File: config.mk
export PLATFORM = sky130hd
export DESIGN_NAME = cart_cpu_bus_master_flat
export DESIGN_NICKNAME = d
export VERILOG_FILES = /design/src/rtl/cart_cpu_bus_master_if.sv /design/src/rtl/cart_cpu_bus_master.sv /design/src/flat_wrapper.sv
export SDC_FILE = /design/constraint.sdc
export NUM_CORES = 1
export LEC_CHECK = 0
export ABC_AREA = 1
export CELL_PAD_IN_SITES_DETAIL_PLACEMENT = 0
export CELL_PAD_IN_SITES_GLOBAL_PLACEMENT = 2
export CORE_ASPECT_RATIO = 0.9
export CORE_MARGIN = 2
export CORE_UTILIZATION = 23
export CTS_CLUSTER_SIZE = 8
export DETAILED_ROUTE_END_ITERATION = 10
export GPL_TIMING_DRIVEN = 0
export PLACE_DENSITY_LB_ADDON = 0.1
export RECOVER_POWER = 50
export REMOVE_ABC_BUFFERS = 1
export SYNTH_ARGS = -nofsm -noshare
export SYNTH_HDL_FRONTEND = slang
export SYNTH_SLANG_ARGS = --single-unit
export TNS_END_PERCENT = 5
File: constraint.sdc
create_clock -name clk -period 1.95 [get_ports clk]
set_clock_uncertainty 0.05 [all_clocks]
set_input_delay 0.2925 -clock clk [delete_from_list [all_inputs] [get_ports clk]]
set_output_delay 0.2925 -clock clk [all_outputs]
set_load 0.005 [all_outputs]
File: src/rtl/cart_cpu_bus_master_if.sv
// Request/response channel and cartridge-edge signals of the CPU-side bus master.
// The master modport is the bus initiator; the slave modport is the requester/cart side.
interface cart_cpu_bus_master_if;
    logic        req_valid;
    logic        req_ready;
    logic        req_write;
    logic [15:0] req_addr;
    logic [7:0]  req_wdata;
    logic        rsp_valid;
    logic [7:0]  rsp_rdata;
    logic        m2;
    logic        romsel;
    logic        cpu_rw;
    logic [14:0] cpu_addr;
    logic [7:0]  cpu_data_out;
    logic        cpu_data_oe;
    logic [7:0]  cpu_data_in;
    logic [15:0] bus_cycle_count;

    modport master (
        input  req_valid, req_write, req_addr, req_wdata, cpu_data_in,
        output req_ready, rsp_valid, rsp_rdata, m2, romsel, cpu_rw, cpu_addr,
               cpu_data_out, cpu_data_oe, bus_cycle_count
    );

    modport slave (
        output req_valid, req_write, req_addr, req_wdata, cpu_data_in,
        input  req_ready, rsp_valid, rsp_rdata, m2, romsel, cpu_rw, cpu_addr,
               cpu_data_out, cpu_data_oe, bus_cycle_count
    );
endinterface

File: src/rtl/cart_cpu_bus_master.sv
// NES/Famicom CPU-side bus initiator: turns request/response transfers into free-running
// M2 bus cycles toward the cartridge, filling gaps with idle reads so m2 never stops.
//
// state    | meaning
// ST_RESET | held in reset; the first clk after release starts an idle LOW phase
// ST_LOW   | m2=0 phase; a new bus cycle's address/rw/data are presented from its first clk
// ST_HIGH  | m2=1 phase; romsel/oe active, last clk is the request-acceptance slot
module cart_cpu_bus_master #(
    parameter int unsigned M2_LOW_CYCLES  = 4,
    parameter int unsigned M2_HIGH_CYCLES = 4,
    parameter logic [15:0] IDLE_ADDR      = 16'h0000
) (
    input  logic                  clk,
    input  logic                  reset_n,
    cart_cpu_bus_master_if.master bus
);
    localparam int unsigned MAX_PH = (M2_LOW_CYCLES > M2_HIGH_CYCLES) ? M2_LOW_CYCLES
                                                                      : M2_HIGH_CYCLES;
    localparam int unsigned PH_W = (MAX_PH > 1) ? $clog2(MAX_PH) : 1;
    localparam logic [PH_W-1:0] LOW_LOAD  = PH_W'(M2_LOW_CYCLES - 1);
    localparam logic [PH_W-1:0] HIGH_LOAD = PH_W'(M2_HIGH_CYCLES - 1);

    typedef enum logic [1:0] {
        ST_RESET = 2'b00,
        ST_LOW   = 2'b01,
        ST_HIGH  = 2'b10
    } state_t;

    state_t         state, state_nx;
    logic [PH_W-1:0] phase_cnt, phase_nx;
    logic           cycle_start, cycle_end;

    logic           cyc_req_q, cyc_req_nx;
    logic           cyc_write_q, cyc_write_nx;
    logic           cyc_a15_q, cyc_a15_nx;
    logic           accept;

    logic           m2_q, m2_nx;
    logic           romsel_q, romsel_nx;
    logic           cpu_rw_q, cpu_rw_nx;
    logic [14:0]    cpu_addr_q, cpu_addr_nx;
    logic [7:0]     data_out_q, data_out_nx;
    logic           data_oe_q, data_oe_nx;
    logic           req_ready_q, req_ready_nx;
    logic           rsp_valid_q, rsp_valid_nx;
    logic [7:0]     rsp_rdata_q, rsp_rdata_nx;
    logic [15:0]    cycle_cnt_q, cycle_cnt_nx;

    always_ff @(posedge clk) begin
        if (!reset_n) begin
            state     <= ST_RESET;
            phase_cnt <= '0;
        end else begin
            state     <= state_nx;
            phase_cnt <= phase_nx;
        end
    end

    always_comb begin
        state_nx    = state;
        phase_nx    = phase_cnt;
        cycle_start = 1'b0;
        cycle_end   = 1'b0;
        case (state)
            ST_LOW: begin
                if (phase_cnt == '0) begin
                    state_nx = ST_HIGH;
                    phase_nx = HIGH_LOAD;
                end else begin
                    phase_nx = phase_cnt - PH_W'(1);
                end
            end
            ST_HIGH: begin
                if (phase_cnt == '0) begin
                    state_nx    = ST_LOW;
                    phase_nx    = LOW_LOAD;
                    cycle_start = 1'b1;
                    cycle_end   = 1'b1;
                end else begin
                    phase_nx = phase_cnt - PH_W'(1);
                end
            end
            default: begin
                state_nx    = ST_LOW;
                phase_nx    = LOW_LOAD;
                cycle_start = 1'b1;
            end
        endcase
    end

    // req_ready is high only on the last HIGH clk, so this is the single acceptance point
    // and coincides with the edge that launches the next bus cycle.
    always_comb begin
        accept       = req_ready_q & bus.req_valid;

        cyc_req_nx   = cyc_req_q;
        cyc_write_nx = cyc_write_q;
        cyc_a15_nx   = cyc_a15_q;
        cpu_addr_nx  = cpu_addr_q;
        cpu_rw_nx    = cpu_rw_q;
        data_out_nx  = data_out_q;
        if (cycle_start) begin
            cyc_req_nx   = accept;
            cyc_write_nx = accept & bus.req_write;
            cyc_a15_nx   = accept ? bus.req_addr[15] : IDLE_ADDR[15];
            cpu_addr_nx  = accept ? bus.req_addr[14:0] : IDLE_ADDR[14:0];
            cpu_rw_nx    = ~(accept & bus.req_write);
            if (accept && bus.req_write) begin
                data_out_nx = bus.req_wdata;
            end
        end

        m2_nx        = (state_nx == ST_HIGH);
        romsel_nx    = ~(cyc_a15_nx & m2_nx);
        data_oe_nx   = m2_nx & cyc_write_nx;
        req_ready_nx = (state_nx == ST_HIGH) && (phase_nx == '0);

        rsp_valid_nx = cycle_end & cyc_req_q;
        rsp_rdata_nx = rsp_rdata_q;
        if (cycle_end && cyc_req_q && !cyc_write_q) begin
            rsp_rdata_nx = bus.cpu_data_in;
        end
        cycle_cnt_nx = cycle_end ? (cycle_cnt_q + 16'd1) : cycle_cnt_q;
    end

    always_ff @(posedge clk) begin
        if (!reset_n) begin
            cyc_req_q   <= 1'b0;
            cyc_write_q <= 1'b0;
            cyc_a15_q   <= IDLE_ADDR[15];
            m2_q        <= 1'b0;
            romsel_q    <= 1'b1;
            cpu_rw_q    <= 1'b1;
            cpu_addr_q  <= IDLE_ADDR[14:0];
            data_out_q  <= 8'h00;
            data_oe_q   <= 1'b0;
            req_ready_q <= 1'b0;
            rsp_valid_q <= 1'b0;
            rsp_rdata_q <= 8'h00;
            cycle_cnt_q <= 16'h0000;
        end else begin
            cyc_req_q   <= cyc_req_nx;
            cyc_write_q <= cyc_write_nx;
            cyc_a15_q   <= cyc_a15_nx;
            m2_q        <= m2_nx;
            romsel_q    <= romsel_nx;
            cpu_rw_q    <= cpu_rw_nx;
            cpu_addr_q  <= cpu_addr_nx;
            data_out_q  <= data_out_nx;
            data_oe_q   <= data_oe_nx;
            req_ready_q <= req_ready_nx;
            rsp_valid_q <= rsp_valid_nx;
            rsp_rdata_q <= rsp_rdata_nx;
            cycle_cnt_q <= cycle_cnt_nx;
        end
    end

    assign bus.m2              = m2_q;
    assign bus.romsel          = romsel_q;
    assign bus.cpu_rw          = cpu_rw_q;
    assign bus.cpu_addr        = cpu_addr_q;
    assign bus.cpu_data_out    = data_out_q;
    assign bus.cpu_data_oe     = data_oe_q;
    assign bus.req_ready       = req_ready_q;
    assign bus.rsp_valid       = rsp_valid_q;
    assign bus.rsp_rdata       = rsp_rdata_q;
    assign bus.bus_cycle_count = cycle_cnt_q;
endmodule

File: src/flat_wrapper.sv
// flat-port wrapper written by rule: the top's interface ports become plain ports
module cart_cpu_bus_master_flat 
#(
    parameter int unsigned M2_LOW_CYCLES  = 4,
    parameter int unsigned M2_HIGH_CYCLES = 4,
    parameter logic [15:0] IDLE_ADDR      = 16'h0000
)
  (clk, reset_n, bus_req_valid, bus_req_write, bus_req_addr, bus_req_wdata, bus_cpu_data_in, bus_req_ready, bus_rsp_valid, bus_rsp_rdata, bus_m2, bus_romsel, bus_cpu_rw, bus_cpu_addr, bus_cpu_data_out, bus_cpu_data_oe, bus_bus_cycle_count);
  cart_cpu_bus_master_if bus_i ();
  input  logic clk;
  input  logic reset_n;
  input wire logic [$bits(bus_i.req_valid)-1:0] bus_req_valid;
  input wire logic [$bits(bus_i.req_write)-1:0] bus_req_write;
  input wire logic [$bits(bus_i.req_addr)-1:0] bus_req_addr;
  input wire logic [$bits(bus_i.req_wdata)-1:0] bus_req_wdata;
  input wire logic [$bits(bus_i.cpu_data_in)-1:0] bus_cpu_data_in;
  output wire logic [$bits(bus_i.req_ready)-1:0] bus_req_ready;
  output wire logic [$bits(bus_i.rsp_valid)-1:0] bus_rsp_valid;
  output wire logic [$bits(bus_i.rsp_rdata)-1:0] bus_rsp_rdata;
  output wire logic [$bits(bus_i.m2)-1:0] bus_m2;
  output wire logic [$bits(bus_i.romsel)-1:0] bus_romsel;
  output wire logic [$bits(bus_i.cpu_rw)-1:0] bus_cpu_rw;
  output wire logic [$bits(bus_i.cpu_addr)-1:0] bus_cpu_addr;
  output wire logic [$bits(bus_i.cpu_data_out)-1:0] bus_cpu_data_out;
  output wire logic [$bits(bus_i.cpu_data_oe)-1:0] bus_cpu_data_oe;
  output wire logic [$bits(bus_i.bus_cycle_count)-1:0] bus_bus_cycle_count;
  assign bus_i.req_valid = bus_req_valid;
  assign bus_i.req_write = bus_req_write;
  assign bus_i.req_addr = bus_req_addr;
  assign bus_i.req_wdata = bus_req_wdata;
  assign bus_i.cpu_data_in = bus_cpu_data_in;
  assign bus_req_ready = bus_i.req_ready;
  assign bus_rsp_valid = bus_i.rsp_valid;
  assign bus_rsp_rdata = bus_i.rsp_rdata;
  assign bus_m2 = bus_i.m2;
  assign bus_romsel = bus_i.romsel;
  assign bus_cpu_rw = bus_i.cpu_rw;
  assign bus_cpu_addr = bus_i.cpu_addr;
  assign bus_cpu_data_out = bus_i.cpu_data_out;
  assign bus_cpu_data_oe = bus_i.cpu_data_oe;
  assign bus_bus_cycle_count = bus_i.bus_cycle_count;
  cart_cpu_bus_master #(.M2_LOW_CYCLES(M2_LOW_CYCLES), .M2_HIGH_CYCLES(M2_HIGH_CYCLES), .IDLE_ADDR(IDLE_ADDR)) u_core (.clk(clk), .reset_n(reset_n), .bus(bus_i));
endmodule
==> results.sh <==
export IMPL_worstSetupPathType="in -> reg"
export IMPL_num_antenna_cells=0
export IMPL_worstSetupEndpointType="flip-flop"
export IMPL_slew_viol_final=0
export IMPL_worst_r2r_path_depth=7
export IMPL_ys_warn_count=0
export IMPL_met3_usage_pct=5.47
export IMPL_syn_avg_cell_area_um2=7.55
export IMPL_drcViolationCount=0
export IMPL_synth_simple_area_share_pct=28.7
export IMPL_synthXorXnorAreaFrac_pct=0
export IMPL_nNetsFinal=450
export IMPL_globalplace_congestion=0.663
export IMPL_synth_compound_gate_area_share_pct=11.5
export IMPL_area_growth_pct=53.3
export IMPL_drive_gt1_share_pct=7.99
export IMPL_vias_per_cell=4.13
export IMPL_numCtsBuffers=9
export IMPL_min_path_type="reg -> reg"
export IMPL_die_h_um=101
export IMPL_status="finished, final reports clean"
export IMPL_post_cts_buffers=0
export IMPL_grtUsageMet1_pct=14.8
export IMPL_stdcell_area_um2=3670
export IMPL_clock_latency_ps=320
export IMPL_ioPinCount=89
export IMPL_p_total_mw=2.81
export IMPL_die_area_um2=11200
export IMPL_grt_max_degree=35
export IMPL_ir_drop_v=0.000397
export IMPL_hold_viol_final=0
export IMPL_grt_pass1_vias=2216
export IMPL_grt_use_met2_pct=18.2
export IMPL_dp_hpwl_um=4470
export IMPL_vias=2241
export IMPL_max_slew_margin_rel_pct=47.6
export IMPL_cp_max_fo=35
export IMPL_antenna_found_initial=0
export IMPL_top_usage_layer="met2"
export IMPL_max_cap_violations=0
export IMPL_syn_area_um2=2390
export IMPL_synth_mux_area_share_pct=0
export IMPL_synth_ff_type="dfxtp_1"
export IMPL_utilization_pct=35.9
export IMPL_synth_fa_ha_area_share_pct=2.09
export IMPL_path_clk_slew_ps=50
export IMPL_synth_top_family_by_area="simple AND/OR/NAND/NOR gates"
export IMPL_cp_start_kind="primary input"
export IMPL_crit_arrival_ps=1950
export IMPL_worst_pin_slew_ps=786
export IMPL_ys_ff_latch=60
export IMPL_row_count=35
export IMPL_rrSetupSlack_ps=280
export IMPL_cts_hold_buf=0
export IMPL_timing_hold_ws_ps=412
export IMPL_crit_required_ps=2160
export IMPL_htreeDepth=3
export IMPL_synth_cell_types=28
export IMPL_coreArea_um2=10200
export IMPL_powerDensity_nw_per_um2=765
export IMPL_cts_root_buffer_cell="clkbuf_16"
export IMPL_numPortBuffers=88
export IMPL_placed_area_um2=3400
export IMPL_fin_crit_sh_pct=88.9
export IMPL_fmax_ghz=0.577
export IMPL_fillers=1140
export IMPL_grt_pass1_wl_um=10600
export IMPL_synth_cells=317
export IMPL_track_usage_pct=12.0
export IMPL_cts_path_max_buffers=2
export IMPL_clock_sinks=60
export IMPL_drt_iter0_drc=49
export IMPL_cts_tree="done"
export IMPL_firstDrtPassIters=4
export IMPL_rsz0062_at_grt="no"
export IMPL_floorplan_initialDensity_pct=23.4
export IMPL_drt_wl_total_um=6590
export IMPL_detail_route_antenna_nets=0
export IMPL_tns_ps=0
export IMPL_wl_per_cell_um=12.2
export IMPL_die_w_um=112
export IMPL_setup_viol=0
export IMPL_fin_crit_ps=1730
export IMPL_synth_async_reset_ratio_pct=0
export IMPL_yosysSeqAreaShare_pct=50.2
export IMPL_hold_depth=2
export IMPL_synth_edf_count=0
export IMPL_p_leak_nw=1.55
export IMPL_overflow=0
[cells by family (layout without fill, tap and decap cells)]
logic type | after synthesis | in the layout
simple gates | 154 | 154
flops | 60 | 60
buf+inv | 45 | 141
fa+ha+maj | 4 | 4
compound gates | 54 | 54
[per-stage QoR]
step	setup WS [ps]	cells
final	217	542
after CTS	24.7	541
after floorplan	358	310
after global routing	16.1	542
after global placement	-1230	527
after detailed placement	-1230	527
[power breakdown]
group	switching [mW]	internal (mW)
clock	0.528	0.872
combinational	0.0826	0.0863
sequential	0.00331	1.24
[worst paths after layout]
kind,from,endpoint
setup reg to reg,u_core.phase_cnt[0],u_core.bus.rsp_rdata[3]
hold / removal,u_core.bus.cpu_addr[10],u_core.bus.cpu_addr[10]
setup / recovery,reset_n,u_core.phase_cnt[0]
hold reg to reg,u_core.bus.cpu_addr[10],u_core.bus.cpu_addr[10]
[layout make-up]
class	instances	area, µm²	area share [%]
tap	129	161	4.40
clock buffer	11	243	6.62
timing repair inverter	1	7.51	0.205
timing repair buffer	88	881	24.0
inverter	38	151	4.13
clock inverter	3	15.0	0.409
multi-input combinational	212	1010	27.5
sequential	60	1200	32.8
[sequential cells by signal (all words and copies together) (netlist names)]
name,count
u_core.cyc_a15_q,1
u_core.cyc_write_q,1
u_core.bus.m2,1
u_core.bus.cpu_addr,15
u_core.cyc_req_q,1
u_core.bus.req_ready,1
u_core.bus.romsel,1
u_core.phase_cnt,2
u_core.state,2
u_core.bus.rsp_valid,1
u_core.bus.rsp_rdata,8
u_core.bus.cpu_data_out,8
u_core.bus.cpu_rw,1
u_core.bus.bus_cycle_count,16
u_core.bus.cpu_data_oe,1
[routing by layer]
metal	wire [µm]	up-vias
met1	3110	990
met5	0	-
li1	-	1182
met3	567	8
met4	85	0
met2	2830	61
[cells in the mapped netlist, types with 2 or more instances]
master,count,area [µm²]
or2_2,2,12.5
nand3_1,7,35.0
nand2_2,3,18.8
nand2_4,2,22.5
clkbuf_1,5,18.8
nor2_1,61,229
nor2_2,3,18.8
nor3_1,5,25.0
nand2_1,64,240
o21ai_0,23,115
dfxtp_1,60,1200
nand4_1,2,12.5
ha_1,4,50.1
inv_1,34,128
a21oi_1,29,145
[cells in the final DEF (no fill, tap or decap), drive strengths merged, types with 2 or more instances in the layout]
cell type | Yosys | final
clkdlybuf4s50 | 0 | 38
dlygate4sd3 | 0 | 49
clkinvlp | 0 | 2
nor3 | 6 | 6
nand4 | 2 | 2
clkbuf | 5 | 11
clkinv | 2 | 5
a21oi | 29 | 29
ha | 4 | 4
inv | 36 | 35
nand2 | 69 | 69
nand3 | 8 | 8
dfxtp | 60 | 60
or2 | 2 | 2
o21ai | 23 | 23
nor2 | 66 | 66
[critical path, stage by stage]
cell and delay (ps):
clkdlybuf4s18_2 700, clkinvlp_4 500, or2_2 390, inv_1 50
[what timing repair did]
action	4_1_cts	5_1_grt
setup endpoints to repair	26	3
cloned	0	1
endpoints found under the hold margin	0	0
pin swaps	0	0
gates resized for setup	4	3
Note: power is estimated with default switching activity, not from simulation.
